**src/rtl/fp_pkg.sv**
```systemverilog
// Shared definitions for the binary32 multiplier: field widths, special
// encodings, controller state encoding and the binary32 field layout.
package fp_pkg;

    localparam int unsigned BIAS    = 127;
    localparam int unsigned EXP_W   = 8;
    localparam int unsigned MAN_W   = 23;
    localparam int unsigned EXP_MAX = 255;
    localparam logic [31:0] QNAN    = 32'h7FC0_0000;

    // Significand with hidden bit, double-width product, signed exponent sum
    localparam int unsigned SIG_W  = MAN_W + 1;
    localparam int unsigned PROD_W = 2 * SIG_W;
    localparam int unsigned ESUM_W = 10;
    localparam int unsigned CNT_W  = 5;

    typedef enum logic [2:0] {
        IDLE,
        UNPACK,
        MUL,
        NORM,
        ROUND,
        DONE
    } state_t;

    typedef struct packed {
        logic             sign;
        logic [EXP_W-1:0] exp;
        logic [MAN_W-1:0] frac;
    } fp32_t;

    // Exponent field of all ones
    function automatic logic exp_all_ones(input fp32_t x);
        return x.exp == EXP_W'(EXP_MAX);
    endfunction

endpackage

```
**src/rtl/mant_mul_serial.sv**
```systemverilog
// Iterative 24x24 unsigned multiplier retiring BITS_PER_CYCLE multiplier
// bits per cycle into a 48-bit product.
// Ports: clk, rst (sync, active-high), start (load operands, clear product),
//        mcand/mplier (24-bit significands), busy (steps in progress),
//        done (one-cycle pulse after the last step), product (48-bit, held
//        stable once done).
module mant_mul_serial
    import fp_pkg::*;
#(
    parameter int unsigned BITS_PER_CYCLE = 1
) (
    input  logic              clk,
    input  logic              rst,
    input  logic              start,
    input  logic [SIG_W-1:0]  mcand,
    input  logic [SIG_W-1:0]  mplier,
    output logic              busy,
    output logic              done,
    output logic [PROD_W-1:0] product
);

    localparam int unsigned N = SIG_W / BITS_PER_CYCLE;

    logic [PROD_W-1:0] mcand_sh;
    logic [SIG_W-1:0]  mplier_sh;
    logic [CNT_W-1:0]  cnt;
    logic [PROD_W-1:0] partial;

    // Partial product of the shifted multiplicand and the current digit
    always_comb begin
        partial = '0;
        partial = mcand_sh * PROD_W'(mplier_sh[BITS_PER_CYCLE-1:0]);
    end

    // Shift-add step sequencing
    always_ff @(posedge clk) begin
        if (rst) begin
            busy      <= 1'b0;
            done      <= 1'b0;
            cnt       <= '0;
            product   <= '0;
            mcand_sh  <= '0;
            mplier_sh <= '0;
        end else begin
            done <= 1'b0;
            if (start) begin
                busy      <= 1'b1;
                cnt       <= '0;
                product   <= '0;
                mcand_sh  <= PROD_W'(mcand);
                mplier_sh <= mplier;
            end else if (busy) begin
                product   <= product + partial;
                mcand_sh  <= mcand_sh << BITS_PER_CYCLE;
                mplier_sh <= mplier_sh >> BITS_PER_CYCLE;
                cnt       <= cnt + CNT_W'(1);
                if (cnt == CNT_W'(N - 1)) begin
                    busy <= 1'b0;
                    done <= 1'b1;
                end
            end
        end
    end

endmodule

```
**src/rtl/fp_mul_sequencer.sv**
```systemverilog
// Multi-cycle binary32 multiplier controller: accepts an operand pair,
// screens special operands, runs the serial significand multiply, then
// normalizes, rounds to nearest even and returns the packed result.
// Ports: clk, rst (sync, active-high);
//        Valid_in/In_ready/Op_A/Op_B  - operand handshake;
//        Valid_out/Out_ready/Resultado - result handshake;
//        Overflow/Underflow/Invalid    - flags, valid with Valid_out.
module fp_mul_sequencer
    import fp_pkg::*;
#(
    parameter int unsigned BITS_PER_CYCLE = 1
) (
    input  logic        clk,
    input  logic        rst,
    input  logic        Valid_in,
    output logic        In_ready,
    input  logic [31:0] Op_A,
    input  logic [31:0] Op_B,
    output logic        Valid_out,
    input  logic        Out_ready,
    output logic [31:0] Resultado,
    output logic        Overflow,
    output logic        Underflow,
    output logic        Invalid
);

    localparam int unsigned N = SIG_W / BITS_PER_CYCLE;
    localparam logic signed [ESUM_W-1:0] E_TOP  = ESUM_W'(EXP_MAX);
    localparam logic signed [ESUM_W-1:0] E_ZERO = '0;

    state_t                    state;
    fp32_t                     op_a;
    fp32_t                     op_b;
    logic                      sign_r;
    logic signed [ESUM_W-1:0]  exp_r;
    logic [PROD_W-3:0]         prod_r;
    logic                      sticky_r;
    logic [CNT_W-1:0]          mul_cnt;

    logic                      mul_start_c;
    logic                      mul_busy;
    logic                      mul_done;
    logic [PROD_W-1:0]         mul_prod;

    logic                      sign_c;
    logic                      a_zero_c, b_zero_c;
    logic                      a_inf_c, b_inf_c;
    logic                      invalid_c, inf_c, zero_c;
    logic                      round_up_c;
    logic [SIG_W-1:0]          mant_rnd_c;
    logic signed [ESUM_W-1:0]  exp_rnd_c;

    // Operand classification (exponent 0 counts as zero: denormals flush)
    always_comb begin
        sign_c    = op_a.sign ^ op_b.sign;
        a_zero_c  = op_a.exp == '0;
        b_zero_c  = op_b.exp == '0;
        a_inf_c   = exp_all_ones(op_a) && (op_a.frac == '0);
        b_inf_c   = exp_all_ones(op_b) && (op_b.frac == '0);
        invalid_c = (exp_all_ones(op_a) && (op_a.frac != '0)) ||
                    (exp_all_ones(op_b) && (op_b.frac != '0)) ||
                    (a_inf_c && b_zero_c) || (b_inf_c && a_zero_c);
        inf_c     = a_inf_c || b_inf_c;
        zero_c    = a_zero_c || b_zero_c;
        mul_start_c = (state == UNPACK) && !invalid_c && !inf_c && !zero_c;
    end

    // Round to nearest even on the normalized product (leading 1 at bit 46)
    always_comb begin
        round_up_c = prod_r[MAN_W-1] &&
                     ((|prod_r[MAN_W-2:0]) || sticky_r || prod_r[MAN_W]);
        mant_rnd_c = {1'b0, prod_r[PROD_W-3:MAN_W]} + SIG_W'(round_up_c);
        // Carry out of the fraction leaves it all zero; bump the exponent
        exp_rnd_c  = exp_r + ESUM_W'(mant_rnd_c[MAN_W]);
    end

    mant_mul_serial #(
        .BITS_PER_CYCLE (BITS_PER_CYCLE)
    ) u_mant_mul (
        .clk     (clk),
        .rst     (rst),
        .start   (mul_start_c),
        .mcand   ({1'b1, op_a.frac}),
        .mplier  ({1'b1, op_b.frac}),
        .busy    (mul_busy),
        .done    (mul_done),
        .product (mul_prod)
    );

    // Controller state, datapath registers and registered outputs
    always_ff @(posedge clk) begin
        if (rst) begin
            state     <= IDLE;
            In_ready  <= 1'b0;
            Valid_out <= 1'b0;
            Resultado <= '0;
            Overflow  <= 1'b0;
            Underflow <= 1'b0;
            Invalid   <= 1'b0;
            op_a      <= '0;
            op_b      <= '0;
            sign_r    <= 1'b0;
            exp_r     <= '0;
            prod_r    <= '0;
            sticky_r  <= 1'b0;
            mul_cnt   <= '0;
        end else begin
            case (state)
                IDLE: begin
                    In_ready <= 1'b1;
                    if (Valid_in && In_ready) begin
                        op_a     <= Op_A;
                        op_b     <= Op_B;
                        In_ready <= 1'b0;
                        state    <= UNPACK;
                    end
                end
                UNPACK: begin
                    sign_r <= sign_c;
                    if (invalid_c) begin
                        Resultado <= QNAN;
                        Invalid   <= 1'b1;
                        Valid_out <= 1'b1;
                        state     <= DONE;
                    end else if (inf_c) begin
                        Resultado <= {sign_c, EXP_W'(EXP_MAX), MAN_W'(0)};
                        Valid_out <= 1'b1;
                        state     <= DONE;
                    end else if (zero_c) begin
                        Resultado <= {sign_c, 31'd0};
                        Valid_out <= 1'b1;
                        state     <= DONE;
                    end else begin
                        exp_r   <= $signed(ESUM_W'(op_a.exp) + ESUM_W'(op_b.exp)
                                           - ESUM_W'(BIAS));
                        mul_cnt <= '0;
                        state   <= MUL;
                    end
                end
                MUL: begin
                    if (mul_busy) begin
                        mul_cnt <= mul_cnt + CNT_W'(1);
                    end
                    if (mul_cnt == CNT_W'(N - 1)) begin
                        state <= NORM;
                    end
                end
                NORM: begin
                    if (mul_done) begin
                        if (mul_prod[PROD_W-1]) begin
                            prod_r   <= mul_prod[PROD_W-2:1];
                            sticky_r <= mul_prod[0];
                            exp_r    <= exp_r + ESUM_W'(1);
                        end else begin
                            prod_r   <= mul_prod[PROD_W-3:0];
                            sticky_r <= 1'b0;
                        end
                        state <= ROUND;
                    end
                end
                ROUND: begin
                    if (exp_rnd_c >= E_TOP) begin
                        Resultado <= {sign_r, EXP_W'(EXP_MAX), MAN_W'(0)};
                        Overflow  <= 1'b1;
                    end else if (exp_rnd_c <= E_ZERO) begin
                        Resultado <= {sign_r, 31'd0};
                        Underflow <= 1'b1;
                    end else begin
                        Resultado <= {sign_r, exp_rnd_c[EXP_W-1:0], mant_rnd_c[MAN_W-1:0]};
                    end
                    Valid_out <= 1'b1;
                    state     <= DONE;
                end
                DONE: begin
                    if (Valid_out && Out_ready) begin
                        Valid_out <= 1'b0;
                        Resultado <= '0;
                        Overflow  <= 1'b0;
                        Underflow <= 1'b0;
                        Invalid   <= 1'b0;
                        In_ready  <= 1'b1;
                        state     <= IDLE;
                    end
                end
                default: begin
                    state <= IDLE;
                end
            endcase
        end
    end

endmodule

```
**config.mk**
```make
export PLATFORM = sky130hd
export DESIGN_NAME = fp_mul_sequencer
export DESIGN_NICKNAME = d
export VERILOG_FILES = /design/src/rtl/fp_pkg.sv /design/src/rtl/mant_mul_serial.sv /design/src/rtl/fp_mul_sequencer.sv
export SDC_FILE = /design/constraint.sdc
export NUM_CORES = 1
export LEC_CHECK = 0
export CORE_UTILIZATION = 54
export CTS_CLUSTER_DIAMETER = 50
export CTS_CLUSTER_SIZE = 14
export DETAILED_ROUTE_END_ITERATION = 10
export PLACE_DENSITY_LB_ADDON = 0.12
export RECOVER_POWER = 100
export SETUP_SLACK_MARGIN = 0.15
export SYNTH_ARGS = -nofsm -noshare
export SYNTH_HDL_FRONTEND = slang
export SYNTH_SLANG_ARGS = --single-unit
```
**constraint.sdc**
```tcl
create_clock -name clk -period 3.86 [get_ports clk]
set_clock_uncertainty 0.2 [all_clocks]
set_input_delay 0.579 -clock clk [delete_from_list [all_inputs] [get_ports clk]]
set_output_delay 0.579 -clock clk [all_outputs]
set_load 0.01 [all_outputs]
```
==> reports/qor.yml, run 1 <==
status: "finished, violations left"
violations: "capacitance limit, slew limit"
htree_levels: 2
synth_top_area_cell: "dfxtp_1"
synth_top_area_share: 0.366
maxSlewHeadroom: -0.138
internal_power_mw: 6.18
synth-simple-area-share: 0.211
place_hpwl_um: 27200
cts_buffers: 35
ant_nets: 0
synthXorXnorAreaFrac: 0.0419
cts_root_buffer: "clkbuf_16"
num-fill-cells: 2551
routed_via_density: 5.77
slew_violations: 95
vias: 14000
syn_inst: 1957
r2r_end: "Resultado[10]"
leakagePower_nw: 7.14
yosys_warnings: 0
gp_congestion: 0.884
clkLatencyLatePin_ns: 0.51
power.share.clock: 0.386
synthAdderAreaFrac: 0.0554
reg2regPathDepth: 16
clkTransAtPathRegs_ns: 0.06
die_x_um: 175
setup_ws_ns: 0.0863
min_from: "rst"
fin_hold_ws_ns: 0.246
rsz0062_at_grt: "yes"
worst-path-buf-inv: 1
grt_pass1_vias: 13100
dr.pass1.iters: 5
p_switching_mw: 2.75
grt_use_total: 0.253
synth_async_sr_flop_share: 0
setup-tns-final_ns: 0
netlist_area_um2: 16100
final_common_cell: "dfxtp_1"
diodes: 0
crit_slowest_cell: "or4_1"
combPwrFrac: 0.210
yosysSeqAreaShare: 0.366
grt_pass1_wl_um: 64900
synth_top_family_by_area: "simple AND/OR/NAND/NOR gates"
start_util: 0.555
maxCapViolCount: 1
cp.required_ns: 4.02
whs_endpoint: "op_b[0]"
grt_max_degree: 97
boundaryPins: 105
synthTopCellsByArea: "dfxtp_1 (37%), mux2i_1 (9.1%), nor2_1 (5.9%)"
min_period_over_period: 0.978
synth_cell_types: 76
overflow: 0
synth-compound-area-share: 0.193
clkSinkCount: 294
setup_viol_count_final: 0
finalHoldViolCount: 0
place_inst: 2348
critPathKind: "flop to flop"
drt_iter0_drc: 756
p_sw_frac: 0.308
die_area_um2: 30500
holdCritPathClass: "input pin to flop"
seq_power_share: 0.404
drc: 0
die_h_um: 175
cts_tree: "built"
clockBufferDepth: 3
final_cell_mix: "dfxtp_1 (287), nor2_1 (253), nand2_1 (224)"
r2r_slack_ns: 0.09
wl_per_cell_um: 16.1
slowest_delay_ns: 0.48
fmax_mhz: 265
syn_area_per_cell_um2: 8.22
tightestPinTransition_ns: 1.71
antenna_found_initial: 0
portBuffers: 104
areaGrowthSynthToFinish_pct: 16.9
setup.worst_path.end_class: "flop"
pre_cts_ws_ns: 0.0103
crit_family: "simple AND/OR/NAND/NOR gates"
synth_edf_count: 0
worst-path-max-fanout: 8
synth_nets: 2095
std_cell_rows: 62
path_cells: "nand4_1 > nor2_2 > nand2_1 > or2_4 > nand2b_4 > nor3_4 > ha_4 > nand3_4 > xnor2_2 > or4_1 > or4_4 > and3_4 > and2_4 > clkbuf_16 > a22oi_2 > nor2_1"
fin_crit_ns: 3.77
arrival_ns: 3.93
r2r-start: "prod_r[25]"
routed_wl_um: 38900
start_kind: "flop"
finalNonFillerCells: 2419
ir_drop_v: 0.000354
powerDensity_nw_per_um2: 475
muxShareOfSynthArea: 0.0915
drive_above_1_share: 0.0796
min_delay_path_depth: 2
coreArea_um2: 29000
ys_ff_latch: 294
fin_nets: 2149
synth_ff_type: "dfxtp_1"
-- logic make-up after synthesis --
group                      count (synthesis)
and+or+nand+nor                          741
AOI/OAI and AO/OA                        459
DFF                                      294
buffers and inverters                    169
muxes                                    147
xor gates and xnor gates                  77
adders and majority gates                 70
-- routing by layer --
layer	vias to the layer above	GRT usage	routed length [um]
met5	-	0	0
met4	0	0.0681	845
met3	65	0.0320	1570
met2	267	0.419	18200
met1	6547	0.348	18300
li1	7080	-	-
-- worst max path at each step --
stage / slack (ns) / endpoint / cells after the start / from
final: 0.09 / Resultado[10] / 16 / prod_r[25]
after floorplan: 0.15 / Resultado[0] / 17 / prod_r[22]
after global routing: -0.09 / Resultado[12] / 19 / prod_r[25]
after global placement: 0.04 / Resultado[5] / 16 / prod_r[22]
after CTS: 0.11 / Resultado[13] / 16 / prod_r[24]
after detailed placement: 0.01 / Resultado[6] / 15 / prod_r[31]
-- through the flow --
stage / area [um^2] / total power [mW] / util
finish: 18800 / 8.93 / 0.649
global route: 18800 / 9.39 / 0.649
CTS: 18800 / 9.01 / 0.647
detailed placement: 17500 / 5.54 / 0.603
global placement: 17500 / 5.51 / 0.603
floorplan: 16100 / 4.95 / -
-- area by class of cell --
cell class,count,area [um^2],area share
multi-input combinational,1494,9660,0.513
sequential,294,5900,0.313
timing repair buffer,155,1450,0.0771
clock buffer,45,1010,0.0534
tap,384,480,0.0255
clock inverter,16,214,0.0114
inverter,31,116,0.00618
-- sequential cells by signal, indices dropped and copies added (netlist names), 3 cells and up --
name and cells:
Resultado 32, exp_r 10, mul_cnt 5, op_a 32
op_b 32, prod_r 46, state 3, u_mant_mul.cnt 5
u_mant_mul.mcand_sh 48, u_mant_mul.mplier_sh 24, u_mant_mul.product 48
-- power groups by stage --
stage               sequential (mW)  clock (mW)  combinational (mW)
floorplan                      3.53           0                1.41
global placement               3.67           0                1.84
detailed placement             3.67           0                1.87
CTS                            3.61        3.51                1.88
global route                   3.66        3.64                2.09
finish                         3.61        3.45                1.87
-- Yosys cell counts, drive strengths merged (37+ instances only) --
master	count
clkbuf	112
nand3	42
a211oi	104
mux2i	146
o21ai	50
ha	68
nand2	225
xnor2	49
and2	51
dfxtp	294
a21oi	157
nor3	37
nor2	254
-- repair_timing --
| action | 4_1_cts | 5_1_grt |
|---|---|---|
| hold buffers | 0 | 0 |
| gates cloned | 0 | 1 |
| resized for setup | 5 | 11 |
| buffers inserted | 1 | 8 |
| pin swaps | 2 | 18 |
| endpoints found under the setup margin | 17 | 34 |
No activity file was read; power rests on OpenSTA's default activity.
==> run 2: changes to the inputs <==
--- a/config.mk
+++ b/config.mk
@@ -5,11 +5,12 @@
 export SDC_FILE = /design/constraint.sdc
 export NUM_CORES = 1
 export LEC_CHECK = 0
+export CORE_ASPECT_RATIO = 1.4
 export CORE_UTILIZATION = 54
 export CTS_CLUSTER_DIAMETER = 50
 export CTS_CLUSTER_SIZE = 14
 export DETAILED_ROUTE_END_ITERATION = 10
-export PLACE_DENSITY_LB_ADDON = 0.12
+export PLACE_DENSITY_LB_ADDON = 0.3
 export RECOVER_POWER = 100
 export SETUP_SLACK_MARGIN = 0.15
 export SYNTH_ARGS = -nofsm -noshare
==> reports/qor.yml, run 2 (synthesized netlist as in run 1, its figures left out) <==
status: "finished, violations left"
violations: "capacitance limit, slew limit"
grt_pass1_wl_um: 64900
routed_wl_um: 39200
clkTransAtPathRegs_ns: 0.06
clkSinkCount: 294
final_common_cell: "dfxtp_1"
register_area_um2: 5900
clockBufferDepth: 3
setup_viol_count_final: 0
dr.pass1.iters: 5
place_hpwl_um: 27700
vias: 14000
holdCritPathClass: "flop to flop"
drt_iter0_drc: 649
grt_use_total: 0.257
top_regs: "u_mant_mul.mcand_sh: 48 flops, u_mant_mul.product: 48 flops, prod_r: 46 flops"
ant_nets: 0
gp_congestion: 0.937
finalNonFillerCells: 2408
routed_via_density: 5.81
min_period_over_period: 0.982
r2r-start: "prod_r[22]"
r2r_slack_ns: 0.07
multi_input_area_um2: 9650
clkLatencyLatePin_ns: 0.56
final_core_util: 0.636
fin_hold_ws_ns: 0.274
fmax_mhz: 264
portBuffers: 104
diodes: 0
slew_violations: 161
wl_per_cell_um: 16.3
maxCapViolCount: 2
cp.required_ns: 4.08
pre_cts_ws_ns: -0.0275
tightestPinTransition_ns: 2.00
place_inst: 2341
min_from: "op_b[31]"
whs_endpoint: "op_b[31]"
final_area_um2: 18600
areaGrowthSynthToFinish_pct: 15.7
setup-tns-final_ns: 0
r2r_end: "Resultado[11]"
htree_levels: 1
critPathKind: "flop to flop"
worst-path-max-fanout: 7
min_delay_path_depth: 2
cts_tree: "built"
reg2regPathDepth: 16
ir_drop_v: 0.000350
leakagePower_nw: 7.07
antenna_found_initial: 0
placed_cell_area_um2: 17500
finalHoldViolCount: 0
final_cell_mix: "dfxtp_1 (286), nor2_1 (253), nand2_1 (225)"
start_util: 0.550
fin_nets: 2151
cts_root_buffer: "clkbuf_16"
setup_ws_ns: 0.0698
coreArea_um2: 29300
finalPower_mw: 8.40
setup.worst_path.end_class: "flop"
fin_crit_ns: 3.79
arrival_ns: 4.01
overflow: 0
die_x_um: 148
std_cell_rows: 74
boundaryPins: 105
grt_pass1_vias: 13500
start_kind: "flop"
cts_buffers: 30
die_area_um2: 30500
drive_above_1_share: 0.0789
powerDensity_nw_per_um2: 451
grt_max_degree: 214
die_h_um: 206
crit_start: "prod_r[22]"
rsz0062_at_grt: "yes"
num-fill-cells: 2607
maxSlewHeadroom: -0.340
drc: 0
-- run 2: changes by cell type in the layout (fill, tap and decap cells not counted), moves of 4 or more --
cell       delta
buf_4        +14
clkbuf_1      -7
clkbuf_16     -6
and2_0        -4
and2_1        +4
o21ai_1       +4
-- run 2: report_power, final --
part | total [mW] | internal (mW) | switching [mW]
sequential | 3.61 | 3.31 | 0.305
combinational | 1.90 | 0.755 | 1.15
clock | 2.88 | 1.64 | 1.25
total | 8.40 | 5.70 | 2.70
-- run 2: area by class of cell --
type,instances,share of cell area
timing repair buffer,161,0.0814
clock inverter,13,0.00840
inverter,31,0.00625
multi-input combinational,1495,0.518
tap,380,0.0255
sequential,294,0.317
clock buffer,34,0.0433
-- run 2: what timing repair did --
item | 4_1_cts | 5_1_grt
hold buffers | 0 | 0
gates resized for setup | 6 | 7
pin swaps | 8 | 2
setup buffers | 11 | 7
endpoints found under the setup margin | 23 | 27
cloned | 1 | 1
-- run 2: routing by layer --
layer / up-vias / share of wire / track usage
met3: 86 / 0.037 / 0.0291
met1: 6508 / 0.42 / 0.297
met5: - / 0 / 0
li1: 7076 / - / -
met4: 0 / 0.034 / 0.106
met2: 317 / 0.51 / 0.477
-- run 2: how the worst max path moves through the flow --
stage / slack, ns / end
final: 0.07 / Resultado[11]
after global routing: -0.1 / Resultado[8]
after CTS: 0.06 / Resultado[8]
after detailed placement: -0.03 / Resultado[8]
after global placement: 0.03 / Resultado[8]
after floorplan: 0.15 / Resultado[0]
-- run 2: critical path, cell delays in order (launching register included) --
cell       delay [ns]
dfxtp_2          0.33
nand4_1          0.14
nor2_2           0.15
nand2_1          0.06
or2_4            0.23
nand2b_4         0.16
nor3_4           0.15
ha_4             0.20
nand3_4          0.09
xnor2_2          0.16
or4_1            0.48
or4_4            0.55
and3_4           0.20
and2_4           0.20
clkbuf_16        0.17
a22oi_2          0.12
nor2_1           0.06
==> run 3: changes to the inputs <==
--- a/config.mk
+++ b/config.mk
@@ -12,7 +12,6 @@
 export DETAILED_ROUTE_END_ITERATION = 10
 export PLACE_DENSITY_LB_ADDON = 0.3
 export RECOVER_POWER = 100
-export SETUP_SLACK_MARGIN = 0.15
 export SYNTH_ARGS = -nofsm -noshare
 export SYNTH_HDL_FRONTEND = slang
 export SYNTH_SLANG_ARGS = --single-unit
==> reports/qor.yml, run 3 (synthesized netlist as in run 1, its figures left out) <==
worst-path-max-fanout: 6
gp_congestion: 0.912
slowest_delay_ns: 0.51
fin_hold_ws_ns: 0.209
clkTransAtPathRegs_ns: 0.07
fmax_mhz: 268
setup.worst_path.end_class: "flop"
boundaryPins: 105
cts_tree: "built"
path_cells: "nand4_1 > nor2_2 > nand2_1 > or2_4 > nand2b_4 > nor3_4 > ha_4 > nand3_4 > xnor2_2 > or4_1 > or4_4 > and3_4 > and2_4 > clkbuf_16 > a22oi_2 > nor2_1"
p_sw_frac: 0.329
clkLatencyLatePin_ns: 0.56
grt_pass1_vias: 13500
grt_use_total: 0.256
fin_nets: 2151
die_h_um: 206
cts_root_buffer: "clkbuf_16"
diodes: 0
antenna_found_initial: 0
routed_wl_um: 38900
combPwrFrac: 0.235
placed_cell_area_um2: 17500
violations: "capacitance limit, slew limit"
rsz0062_at_grt: "yes"
status: "finished, violations left"
ir_drop_v: 0.000364
final_area_um2: 18500
start_util: 0.550
cp.required_ns: 4.06
final_cell_mix: "dfxtp_1 (286), nor2_1 (252), nand2_1 (225)"
critPathKind: "flop to flop"
finalHoldViolCount: 0
coreArea_um2: 29300
tightestPinTransition_ns: 2.01
drc: 0
arrival_ns: 3.93
wl_per_cell_um: 16.2
leakagePower_nw: 7.00
seq_power_share: 0.445
powerDensity_nw_per_um2: 440
setup_viol_count_final: 0
vias: 14000
htree_levels: 1
grt_max_degree: 96
fin_crit_ns: 3.73
start_kind: "flop"
slew_violations: 208
ant_nets: 0
holdCritPathClass: "input pin to flop"
clockBufferDepth: 3
top_regs: "u_mant_mul.mcand_sh: 48 flops, u_mant_mul.product: 48 flops, prod_r: 46 flops"
finalPower_mw: 8.14
areaGrowthSynthToFinish_pct: 14.9
overflow: 0
place_hpwl_um: 27700
routed_via_density: 5.81
final_common_cell: "dfxtp_1"
ctsHoldBuffers: 0
maxCapViolCount: 3
drt_iter0_drc: 633
die_area_um2: 30500
clkSinkCount: 294
die_x_um: 148
drive_above_1_share: 0.0771
maxSlewHeadroom: -0.345
worst-path-buf-inv: 1
setup_ws_ns: 0.134
dr.pass1.iters: 5
r2r_slack_ns: 0.13
min_period_over_period: 0.965
power.share.clock: 0.320
pre_cts_ws_ns: -0.0418
portBuffers: 104
grt_pass1_wl_um: 64600
crit_family: "simple AND/OR/NAND/NOR gates"
std_cell_rows: 74
internal_power_mw: 5.46
p_switching_mw: 2.68
crit_slowest_cell: "or4_1"
cts_buffers: 29
run 3: layout make-up:
class	instances	area (um^2)
fill	2566	10800
inverter	31	116
clock inverter	10	95.1
timing repair buffer	162	1500
sequential	294	5900
multi-input combinational	1495	9660
tap	380	475
clock buffer	32	747
run 3: power groups by stage:
| stage | clock [mW] | sequential, mW | combinational (mW) |
|---|---|---|---|
| 2_1_floorplan | 0 | 3.53 | 1.41 |
| 3_3_place_gp | 0 | 3.67 | 1.84 |
| 3_5_place_dp | 0 | 3.68 | 1.87 |
| 4_1_cts | 2.66 | 3.61 | 1.91 |
| 5_1_grt | 2.78 | 3.66 | 2.14 |
| 6_report | 2.60 | 3.62 | 1.91 |
run 3: metal layers:
metal | GRT usage | wire (um) | part of all wire | up-vias
met2 | 0.462 | 19600 | 0.50 | 297
met1 | 0.303 | 16300 | 0.42 | 6510
met4 | 0.116 | 1610 | 0.041 | 0
met3 | 0.0269 | 1400 | 0.036 | 87
met5 | 0 | 0 | 0 | -
li1 | - | - | - | 7075
run 3: worst paths after layout:
kind / from / endpoint / cells after the start
worst max register to register: prod_r[22] / Resultado[3] / 16
worst min-delay path: rst / mul_cnt[1] / 2
worst min register to register: op_b[31] / op_b[31] / 2
worst max-delay path: prod_r[22] / Resultado[3] / 16
run 3: what timing repair did:
| action | in CTS | in global routing |
|---|---|---|
| buffers inserted | 4 | 5 |
| gates resized for setup | 1 | 21 |
| pin swaps | 0 | 9 |
| endpoints found under the setup margin | 13 | 28 |
| cloned | 0 | 2 |
run 3: metrics by stage:
step / utilization / std cells / setup TNS, ns
finish: 0.632 / 2404 / 0
global placement: 0.598 / 2351 / 0
floorplan: - / 1957 / 0
detailed placement: 0.598 / 2351 / -0.345
CTS: 0.628 / 2397 / 0
global route: 0.632 / 2404 / -0.0225
